**config.mk**
```make
export PLATFORM = sky130hd
export DESIGN_NAME = gmsk_frame_sync_flat
export DESIGN_NICKNAME = d
export VERILOG_FILES = /design/src/rtl/gmsk_frame_sync_if.sv /design/src/rtl/gmsk_frame_sync.sv /design/src/flat_wrapper.sv
export SDC_FILE = /design/constraint.sdc
export NUM_CORES = 1
export LEC_CHECK = 0
export CAP_MARGIN = 20
export CORE_ASPECT_RATIO = 1.75
export CORE_UTILIZATION = 25
export DETAILED_ROUTE_END_ITERATION = 8
export PLACE_DENSITY = 0.52
export SLEW_MARGIN = 20
export SYNTH_ARGS = -nofsm -noshare
export SYNTH_HDL_FRONTEND = slang
export SYNTH_SLANG_ARGS = --single-unit
```
**constraint.sdc**
```tcl
create_clock -name clk -period 10.8 [get_ports clk]
set_input_delay 1.08 -clock clk [delete_from_list [all_inputs] [get_ports clk]]
set_output_delay 1.08 -clock clk [all_outputs]
set_load 0.01 [all_outputs]
```
**src/rtl/gmsk_frame_sync_if.sv**
```systemverilog
// rtl/gmsk_frame_sync_if.sv - symbol-in / bit, sync and payload-byte-out bundle for gmsk_frame_sync
interface gmsk_frame_sync_if #(
    parameter int FW = 6
);
    logic                 en;
    logic                 sym_valid;
    logic signed [FW-1:0] freq;
    logic                 bit_valid;
    logic                 bit_out;
    logic                 sync_found;
    logic                 byte_valid;
    logic [7:0]           byte_out;
    logic                 frame_done;
    logic                 crc_ok;
    logic                 in_frame;

    modport master (
        output en, sym_valid, freq,
        input  bit_valid, bit_out, sync_found, byte_valid, byte_out,
        input  frame_done, crc_ok, in_frame
    );

    modport slave (
        input  en, sym_valid, freq,
        output bit_valid, bit_out, sync_found, byte_valid, byte_out,
        output frame_done, crc_ok, in_frame
    );
endinterface

```
**src/rtl/gmsk_frame_sync.sv**
```systemverilog
// rtl/gmsk_frame_sync.sv - GMSK bit slicer, sync-word correlator and payload byte packer (optional CRC-8 via FRAME_CRC_EN)
module gmsk_frame_sync #(
    parameter int                FW            = 6,
    parameter int                THRESH        = 2,
    parameter int                SYNC_LEN      = 16,
    parameter logic [31:0]       SYNC_WORD     = 32'h0000_D391,
    parameter int                MAX_ERR       = 1,
    parameter int                PAYLOAD_BYTES = 8
) (
    input  logic               clk,
    input  logic               rst,
    gmsk_frame_sync_if.slave   bus
);
    typedef enum logic [1:0] {S_IDLE, S_SEARCH, S_PAYLOAD} state_t;

    localparam int                   FILL_W = $clog2(SYNC_LEN + 1);
    localparam logic [FILL_W-1:0]    L_FULL = FILL_W'(SYNC_LEN);
    localparam logic [SYNC_LEN-1:0]  L_SYNC = SYNC_WORD[SYNC_LEN-1:0];
    localparam logic signed [FW-1:0] L_POS  = FW'(THRESH);
    localparam logic signed [FW-1:0] L_NEG  = FW'(-THRESH);
    localparam logic [7:0]           L_LAST = 8'(PAYLOAD_BYTES - 1);

    state_t                r_state;
    logic                  r_prev_bit;
    logic [SYNC_LEN-1:0]   r_shreg;
    logic [FILL_W-1:0]     r_fill;
    logic [2:0]            r_bit_cnt;
    logic [7:0]            r_byte_cnt;
    logic [6:0]            r_byte_sr;
    logic                  r_bit_valid;
    logic                  r_bit_out;
    logic                  r_sync_found;
    logic                  r_byte_valid;
    logic [7:0]            r_byte_out;
    logic                  r_frame_done;
    logic                  r_crc_ok;
    logic                  r_in_frame;

    logic                  w_sym;
    logic                  w_bit;
    logic [SYNC_LEN-1:0]   w_shreg_nxt;
    logic [FILL_W-1:0]     w_fill_nxt;
    logic                  w_match;
    logic [7:0]            w_byte_nxt;
    logic                  w_last_byte;
    logic                  w_crc_ok;

    function automatic int popcnt(input logic [SYNC_LEN-1:0] v);
        int n;
        n = 0;
        for (int i = 0; i < SYNC_LEN; i++) n += int'(v[i]);
        return n;
    endfunction

    // Dead-band inside +/-THRESH repeats the last decision instead of guessing.
    assign w_sym       = bus.en & bus.sym_valid;
    assign w_bit       = (bus.freq > L_POS) ? 1'b1 :
                         (bus.freq < L_NEG) ? 1'b0 : r_prev_bit;
    // Correlation runs on the window that already contains the current bit.
    assign w_shreg_nxt = {r_shreg[SYNC_LEN-2:0], w_bit};
    assign w_fill_nxt  = (r_fill == L_FULL) ? r_fill : r_fill + 1'b1;
    assign w_match     = (w_fill_nxt == L_FULL) && (popcnt(w_shreg_nxt ^ L_SYNC) <= MAX_ERR);
    assign w_byte_nxt  = {r_byte_sr, w_bit};
    assign w_last_byte = (r_bit_cnt == 3'd7) && (r_byte_cnt == L_LAST);

`ifdef FRAME_CRC_EN
    logic [7:0] r_crc;
    logic [7:0] w_crc_nxt;

    // CRC-8 poly 0x07, MSB-first; the transmitted CRC byte drives the remainder to zero.
    assign w_crc_nxt = {r_crc[6:0], 1'b0} ^ ((r_crc[7] ^ w_bit) ? 8'h07 : 8'h00);
    assign w_crc_ok  = (w_crc_nxt == 8'h00);

    // CRC register: cleared on sync, updated on every payload bit.
    always_ff @(posedge clk or posedge rst) begin
        if (rst) begin
            r_crc <= 8'h00;
        end else if (!bus.en) begin
            r_crc <= 8'h00;
        end else if (r_state == S_SEARCH && w_sym && w_match) begin
            r_crc <= 8'h00;
        end else if (r_state == S_PAYLOAD && w_sym) begin
            r_crc <= w_crc_nxt;
        end
    end
`else
    assign w_crc_ok = 1'b1;
`endif

    // Slicer, correlator and payload packer FSM with registered outputs.
    always_ff @(posedge clk or posedge rst) begin
        if (rst) begin
            r_state      <= S_IDLE;
            r_prev_bit   <= 1'b0;
            r_shreg      <= '0;
            r_fill       <= '0;
            r_bit_cnt    <= '0;
            r_byte_cnt   <= '0;
            r_byte_sr    <= '0;
            r_bit_valid  <= 1'b0;
            r_bit_out    <= 1'b0;
            r_sync_found <= 1'b0;
            r_byte_valid <= 1'b0;
            r_byte_out   <= '0;
            r_frame_done <= 1'b0;
            r_crc_ok     <= 1'b0;
            r_in_frame   <= 1'b0;
        end else begin
            r_bit_valid  <= 1'b0;
            r_sync_found <= 1'b0;
            r_byte_valid <= 1'b0;
            r_frame_done <= 1'b0;
            r_crc_ok     <= 1'b0;
            if (!bus.en) begin
                // Abort: drop any partial frame silently, but keep prev_bit for the slicer.
                r_state    <= S_IDLE;
                r_shreg    <= '0;
                r_fill     <= '0;
                r_bit_cnt  <= '0;
                r_byte_cnt <= '0;
                r_byte_sr  <= '0;
                r_in_frame <= 1'b0;
            end else begin
                if (w_sym) begin
                    r_prev_bit  <= w_bit;
                    r_bit_valid <= 1'b1;
                    r_bit_out   <= w_bit;
                end
                case (r_state)
                    S_IDLE, S_SEARCH: begin
                        r_in_frame <= 1'b0;
                        if (r_state == S_IDLE) r_state <= S_SEARCH;
                        if (w_sym) begin
                            r_shreg <= w_shreg_nxt;
                            r_fill  <= w_fill_nxt;
                            if (r_state == S_SEARCH && w_match) begin
                                r_state      <= S_PAYLOAD;
                                r_sync_found <= 1'b1;
                                r_in_frame   <= 1'b1;
                                r_bit_cnt    <= '0;
                                r_byte_cnt   <= '0;
                                r_byte_sr    <= '0;
                            end
                        end
                    end
                    S_PAYLOAD: begin
                        if (w_sym) begin
                            r_byte_sr <= w_byte_nxt[6:0];
                            r_bit_cnt <= r_bit_cnt + 3'd1;
                            if (r_bit_cnt == 3'd7) begin
                                r_byte_valid <= 1'b1;
                                r_byte_out   <= w_byte_nxt;
                                r_byte_cnt   <= r_byte_cnt + 8'd1;
                            end
                            if (w_last_byte) begin
                                // Clearing the window keeps payload bits from faking a sync.
                                r_frame_done <= 1'b1;
                                r_crc_ok     <= w_crc_ok;
                                r_state      <= S_SEARCH;
                                r_shreg      <= '0;
                                r_fill       <= '0;
                                r_byte_cnt   <= '0;
                            end
                        end
                    end
                    default: r_state <= S_IDLE;
                endcase
            end
        end
    end

    assign bus.bit_valid  = r_bit_valid;
    assign bus.bit_out    = r_bit_out;
    assign bus.sync_found = r_sync_found;
    assign bus.byte_valid = r_byte_valid;
    assign bus.byte_out   = r_byte_out;
    assign bus.frame_done = r_frame_done;
    assign bus.crc_ok     = r_crc_ok;
    assign bus.in_frame   = r_in_frame;
endmodule

```
**src/flat_wrapper.sv**
```systemverilog
// flat-port wrapper written by rule: the top's interface ports become plain ports
module gmsk_frame_sync_flat 
#(
    parameter int                FW            = 6,
    parameter int                THRESH        = 2,
    parameter int                SYNC_LEN      = 16,
    parameter logic [31:0]       SYNC_WORD     = 32'h0000_D391,
    parameter int                MAX_ERR       = 1,
    parameter int                PAYLOAD_BYTES = 8
)
  (clk, rst, bus_en, bus_sym_valid, bus_freq, bus_bit_valid, bus_bit_out, bus_sync_found, bus_byte_valid, bus_byte_out, bus_frame_done, bus_crc_ok, bus_in_frame);
  gmsk_frame_sync_if #(.FW(FW)) bus_i ();
  input  logic clk;
  input  logic rst;
  input wire logic [$bits(bus_i.en)-1:0] bus_en;
  input wire logic [$bits(bus_i.sym_valid)-1:0] bus_sym_valid;
  input wire logic [$bits(bus_i.freq)-1:0] bus_freq;
  output wire logic [$bits(bus_i.bit_valid)-1:0] bus_bit_valid;
  output wire logic [$bits(bus_i.bit_out)-1:0] bus_bit_out;
  output wire logic [$bits(bus_i.sync_found)-1:0] bus_sync_found;
  output wire logic [$bits(bus_i.byte_valid)-1:0] bus_byte_valid;
  output wire logic [$bits(bus_i.byte_out)-1:0] bus_byte_out;
  output wire logic [$bits(bus_i.frame_done)-1:0] bus_frame_done;
  output wire logic [$bits(bus_i.crc_ok)-1:0] bus_crc_ok;
  output wire logic [$bits(bus_i.in_frame)-1:0] bus_in_frame;
  assign bus_i.en = bus_en;
  assign bus_i.sym_valid = bus_sym_valid;
  assign bus_i.freq = bus_freq;
  assign bus_bit_valid = bus_i.bit_valid;
  assign bus_bit_out = bus_i.bit_out;
  assign bus_sync_found = bus_i.sync_found;
  assign bus_byte_valid = bus_i.byte_valid;
  assign bus_byte_out = bus_i.byte_out;
  assign bus_frame_done = bus_i.frame_done;
  assign bus_crc_ok = bus_i.crc_ok;
  assign bus_in_frame = bus_i.in_frame;
  gmsk_frame_sync #(.FW(FW), .THRESH(THRESH), .SYNC_LEN(SYNC_LEN), .SYNC_WORD(SYNC_WORD), .MAX_ERR(MAX_ERR), .PAYLOAD_BYTES(PAYLOAD_BYTES)) u_core (.clk(clk), .rst(rst), .bus(bus_i));
endmodule
```
**Word level (Yosys, flattened, before mapping)**

Cells that the tools add are included.

- Bitwise gates (word level): 2
- $lt $le $gt $ge: 3
- Mux-type cells: 53
- Add/sub/neg operators: 18
- Reduce and logical (&&, ||, !) cells: 11
- Equal/unequal tests: 13

Operators with widths:

| operator | number |
|---|---|
| $add 32x2->32 | 13 |
| $mux 15 | 4 |
| $mux 8 | 6 |
| $le 32x2->1 const B | 1 |
| $pmux 15 s2 | 1 |
| $mux 7 | 4 |
| $mux 5 | 5 |
| $mux 1 | 18 |
| $pmux 8 s2 | 1 |
| $pmux 7 s2 | 1 |
| $mux 2 | 6 |
| $mux 3 | 4 |
| $ne 3x2->1 const B | 4 |
| $reduce_and 4->1 | 3 |
| $eq 5x5->1 const B | 2 |
| $pmux 5 s2 | 1 |
| $add 8x1->8 const B | 1 |
| $eq 8x3->1 const B | 1 |
| $not 8->8 | 1 |
| $gt 6x3->1 const B | 1 |
| $lt 6x2->1 const B | 1 |
| $pmux 3 s2 | 1 |
| $add 5x1->5 const B | 1 |
| $reduce_and 5->1 | 1 |
| other kinds (15) | 18 |

- Output and inout bits: 15
- Logic and storage cells: 113
- Bits in registers: 54
- Bits of input ports: 10

**Longest topological paths before layout**

- Depth in word-level cells: 26
- Gate-level depth with buffers: 20
- Gate-level depth less buffers: 20

**Least setup slack after synthesis**

Ideal clock, no wire load.

- Path kind: input to register
- Start point: input bus_freq[1]
- End point: register u_core.r_state[1]
- Data arrival time: 6.199 ns
- Path slack: 4.522 ns
- Path buffers: 0
- Stages on the path: 20
- Cell sequence: a2111oi_0 nor2_1 o21ai_0 inv_1 fa_1 inv_1 fa_1 inv_1 fa_1 fa_1 inv_1 fa_1 ha_1 inv_1 fa_1 nor4b_1 and3_1 nand2_1 or4_4 o21ai_1

- Word-level cells in the longest chain between the ends: 26

Ends and longest elaborated chain:

| element | RTL line | text |
|---|---|---|
| from (decl) | flat_wrapper.sv:17 | `input wire logic [$bits(bus_i.freq)-1:0] bus_freq;` |
| $lt 6x2->1 | gmsk_frame_sync.sv:58 | `(bus.freq < L_NEG) ? 1'b0 : r_prev_bit;` |
| $mux 1 | gmsk_frame_sync.sv:58 |  |
| $mux 1 * | gmsk_frame_sync.sv:57 | `assign w_bit = (bus.freq > L_POS) ? 1'b1 :` |
| via u_core.w_bit | gmsk_frame_sync.sv:40 | `logic w_bit;` |
| $not 8->8 (no line) * | -- |  |
| $add 1x1->2 * | gmsk_frame_sync.sv:51 | `for (int i = 0; i < SYNC_LEN; i++) n += int'(v[i]);` |
| $add 2x1->3 * | gmsk_frame_sync.sv:51 |  |
| $add 32x2->32 * (13 in series) | gmsk_frame_sync.sv:51 |  |
| $le 32x2->1 * | gmsk_frame_sync.sv:62 | `assign w_match = (w_fill_nxt == L_FULL) && (popcnt(w_shreg_nxt ^ L_SYNC) <= MAX_ERR);` |
| $logic_and 1x1->1 * | gmsk_frame_sync.sv:62 |  |
| $logic_and 1x1->1 * | gmsk_frame_sync.sv:136 | `if (r_state == S_SEARCH && w_match) begin` |
| $mux 2 * | gmsk_frame_sync.sv:136 |  |
| $mux 2 * | gmsk_frame_sync.sv:133 | `if (w_sym) begin` |
| $pmux 2 s2 * | gmsk_frame_sync.sv:129 | `case (r_state)` |
| $mux 2 * | gmsk_frame_sync.sv:114 | `if (!bus.en) begin` |
| to (signal assigned) | gmsk_frame_sync.sv:116 | `r_state <= S_IDLE;` |
| to (signal assigned) | gmsk_frame_sync.sv:132 | `if (r_state == S_IDLE) r_state <= S_SEARCH;` |
| to (signal assigned) | gmsk_frame_sync.sv:137 | `r_state <= S_PAYLOAD;` |
| to (decl) | gmsk_frame_sync.sv:23 | `state_t r_state;` |

Mark *: on every way through the listed nets, which the timed path passes. The rest lies on a longest branch.
A chain may end at the register's enable or synchronous reset.

**Worst setup path after layout**

Ends and elaborated chain as after synthesis.

==> flow_summary.toml <==
[run_status]
status = "completed"

[route]
route.detailed.drc = 0
vias_per_cell = 4.650
vias = 2088
ant_nets = 0
drtPass1Iterations = 4
wire_per_inst_um = 13.40
drt_wl_total_um = 6015
drt_iter0_drc = 137

[setup_path]
critPathRequiredTime_ns = 11.02
r2r-end = "u_core.r_state[1]"
rr_startpoint = "u_core.bus.bit_out"
cp_cell_sequence = "clkdlybuf4s50_1 > a2111oi_0 > nor2_1 > o21ai_0 > inv_1 > fa_1 > inv_1 > fa_1 > inv_1 > fa_1 > fa_1 > inv_1 > fa_1 > ha_1 > inv_1 > fa_1 > nor4b_1 > and3_1 > nand2_1 > or4_4 > o21ai_1"
worstSetupPathType = "primary input to flop"
rrSetupSlack_ns = 4.90
start_kind = "primary input"
crit_fanout = 4
crit_slowest_cell = "or4_4"
reg2reg_depth = 20
cp-end-kind = "flop"
slowest_delay_ns = 0.56
crit_top_cell = "fa_1"
cp_data_arrival_time_ns = 7.01

[cts]
cts.clk_slew.worst_paths_ns = 0.07
cts_setup_buffers = 0
cts_htree_levels = 2
hold_buffers = 0
cts_buffers = 5
cts_tree = "done"
insertion_delay_ns = 0.30
cts_root_buffer = "clkbuf_16"
ctsResizeCount = 0
clock-sinks = 54
cts.path.max_buffers = 2

[power_and_ir_drop]
leakagePower_nw = 1.426
total_power_uw = 411.3
powerDensity_nw_per_um2 = 121.5
p_comb_share_pct = 8.9
switching_share_pct = 25.19
clkPwrFrac_pct = 40.9
intPower_uw = 307.7
p_switching_uw = 103.6
p_seq_share_pct = 50.2
vdd_ir_drop_max_uv = 87.33

[run]
drv_cap = 0

[floorplanning]
die_h_um = 143.9
die_area_um2 = 11960
core_um2 = 11170
io_pins = 25
start_util_pct = 25.77
row_count = 51
die_w_um = 83.11

[global_route]
track_usage_pct = 10.87
grt_max_degree = 55
grt_pass1_wl_um = 10280
grt_pass1_vias = 2087
antenna_found_initial = 0
overflow = 0

[placement]
post-dp-hpwl_um = 4375
port-buffer-count = 24
place_area_um2 = 3231
routabilityCongestion = 0.7577
preCtsSetupSlack_ns = 3.645

[timing]
layout_setup_ws_ns = 4.013
rsz0062_at_grt = "no"
finalSetupViolCount = 0
min_period_over_period_pct = 62.84
slew_headroom_pct = 39.58
tightest_slew_ns = 0.9063
skew_ns = 0.006297
hold_viol_final = 0
fmax_mhz = 147.3
period_needed_ns = 6.787
fin_tns_setup_ns = 0
maxSlewViolCount = 0

[synthesis]
yosys.area.top_type_share_pct = 46.96
synth.mux.area_fraction_pct = 1.043
ys_top_cells_by_area = "dfrtp_1, o21ai_0, fa_1"
syn_nets = 325
yosys.area_share.xor_xnor_pct = 0.6087
async_flop_share_pct = 100.0
synth_top_area_cell = "dfrtp_1"
avgSynthCellArea_um2 = 9.755
synth_ff_type = "dfrtp_1"
ys_top_cells_by_count = "dfrtp_1, inv_1, o21ai_0, nand2_1, nor2_1"
synth_edf_count = 0
yosys_register_bits = 54
synth.most_common_cell = "dfrtp_1"
synth_top_family_by_area = "compound AO/OA/AOI/OAI gates"
synth_cell_types = 49
synth-simple-area-share_pct = 14.26
synth_adder_area_share_pct = 11.30
synth_warnings = 0
syn_inst = 295
yosysSeqAreaShare_pct = 46.96
synth_compound_area_share_pct = 17.61
synth_area_um2 = 2878

[finish]
fillers = 1144
nNetsFinal = 346
final-seq-area_um2 = 1351
utilization_pct = 30.31
drive_gt1_share_pct = 5.994
area_growth_pct = 17.61
postLayoutCellArea_um2 = 3385
diodes = 0
multi_input_area_um2 = 1294

[hold_path]
worst_hold_path.endpoint = "u_core.r_shreg[6]"
hold_path_class = "flop to flop"
whs_path_depth = 2
worstHoldStart = "u_core.r_shreg[6]"
-- worst max-delay path: cells and delay by family --
kind,cells,cell delay [ns]
fa+ha+maj,7,3.09
simple gates,5,1.22
compound gates,3,0.87
buf+inv,6,0.75
-- sequential cells by signal, summed over array words and instances (netlist names) --
register and count:
u_core.r_shreg 15, u_core.bus.byte_out 8, u_core.r_byte_cnt 8, u_core.r_byte_sr 7, u_core.r_fill 5, u_core.r_bit_cnt 3
u_core.r_state 2, u_core.bus.bit_out 1, u_core.bus.bit_valid 1, u_core.bus.byte_valid 1, u_core.bus.frame_done 1, u_core.bus.in_frame 1
u_core.bus.sync_found 1
-- worst max path at each step --
| stage | cells past startpoint | to | slack (ns) | from |
|---|---|---|---|---|
| 2_1_floorplan | 20 | u_core.r_state[1] | 4.52 | bus_freq[1] |
| 3_3_place_gp | 21 | u_core.r_byte_cnt[1] | 3.74 | bus_freq[1] |
| 3_5_place_dp | 21 | u_core.r_byte_cnt[1] | 3.64 | bus_freq[1] |
| 4_1_cts | 21 | u_core.r_byte_cnt[1] | 3.94 | bus_freq[1] |
| 5_1_grt | 21 | u_core.r_byte_sr[3] | 3.58 | bus_freq[1] |
| 6_report | 21 | u_core.r_state[1] | 4.01 | bus_freq[1] |
-- layout by cell type, fill, tap and decap left out, types with 2 or more instances in the layout --
cell and count:
dfrtp_1 54, inv_1 45, o21ai_0 42, nand2_1 35, clkdlybuf4s50_1 24, nor2_1 11
fa_1 10, ha_1 10, a22oi_1 9, a21oi_1 6, nand3_1 6, a31oi_1 6
clkbuf_16 5, and3_1 4, o31ai_1 4, mux2i_1 3, nor3_1 3, nand2b_1 2
nand4_1 2, a22o_1 2, or3_1 2
-- cell type report --
type,instances,area share [%]
multi-input combinational,184,38.23
timing repair buffer,25,7.320
tap,132,4.880
inverter,46,5.102
clock inverter,3,0.8503
sequential,54,39.93
clock buffer,5,3.697
-- kinds of logic (layout without fill, tap and decap cells) --
family,Yosys count,after routing
compound gates,81,81
simple gates,78,78
buf+inv,57,79
mux,3,3
flops,54,54
xor+xnor,2,2
fa+ha+maj,20,20
-- stage by stage --
step	hold slack [ns]	std cells
2_1_floorplan	0.4402	295
3_3_place_gp	0.4610	441
3_5_place_dp	0.4706	441
4_1_cts	0.4862	449
5_1_grt	0.5088	449
6_report	0.4821	449
-- power groups by stage --
stage | Sequential (mW) | Clock [mW] | Combinational [mW]
floorplan | 0.210 | 0 | 0.0259
global placement | 0.210 | 0 | 0.0373
detailed placement | 0.210 | 0 | 0.0377
CTS | 0.206 | 0.175 | 0.0380
global route | 0.207 | 0.182 | 0.0419
finish | 0.206 | 0.168 | 0.0366
-- per-layer routing --
| metal | up-vias | GRT usage, % | wire length [um] |
|---|---|---|---|
| met5 | - | 0 | 0 |
| met1 | 1008 | 11.91 | 2485 |
| met2 | 28 | 20.71 | 3295 |
| met3 | 6 | 1.895 | 135 |
| li1 | 1046 | - | - |
| met4 | 0 | 3.993 | 99 |
(Power assumes the default switching activity.)
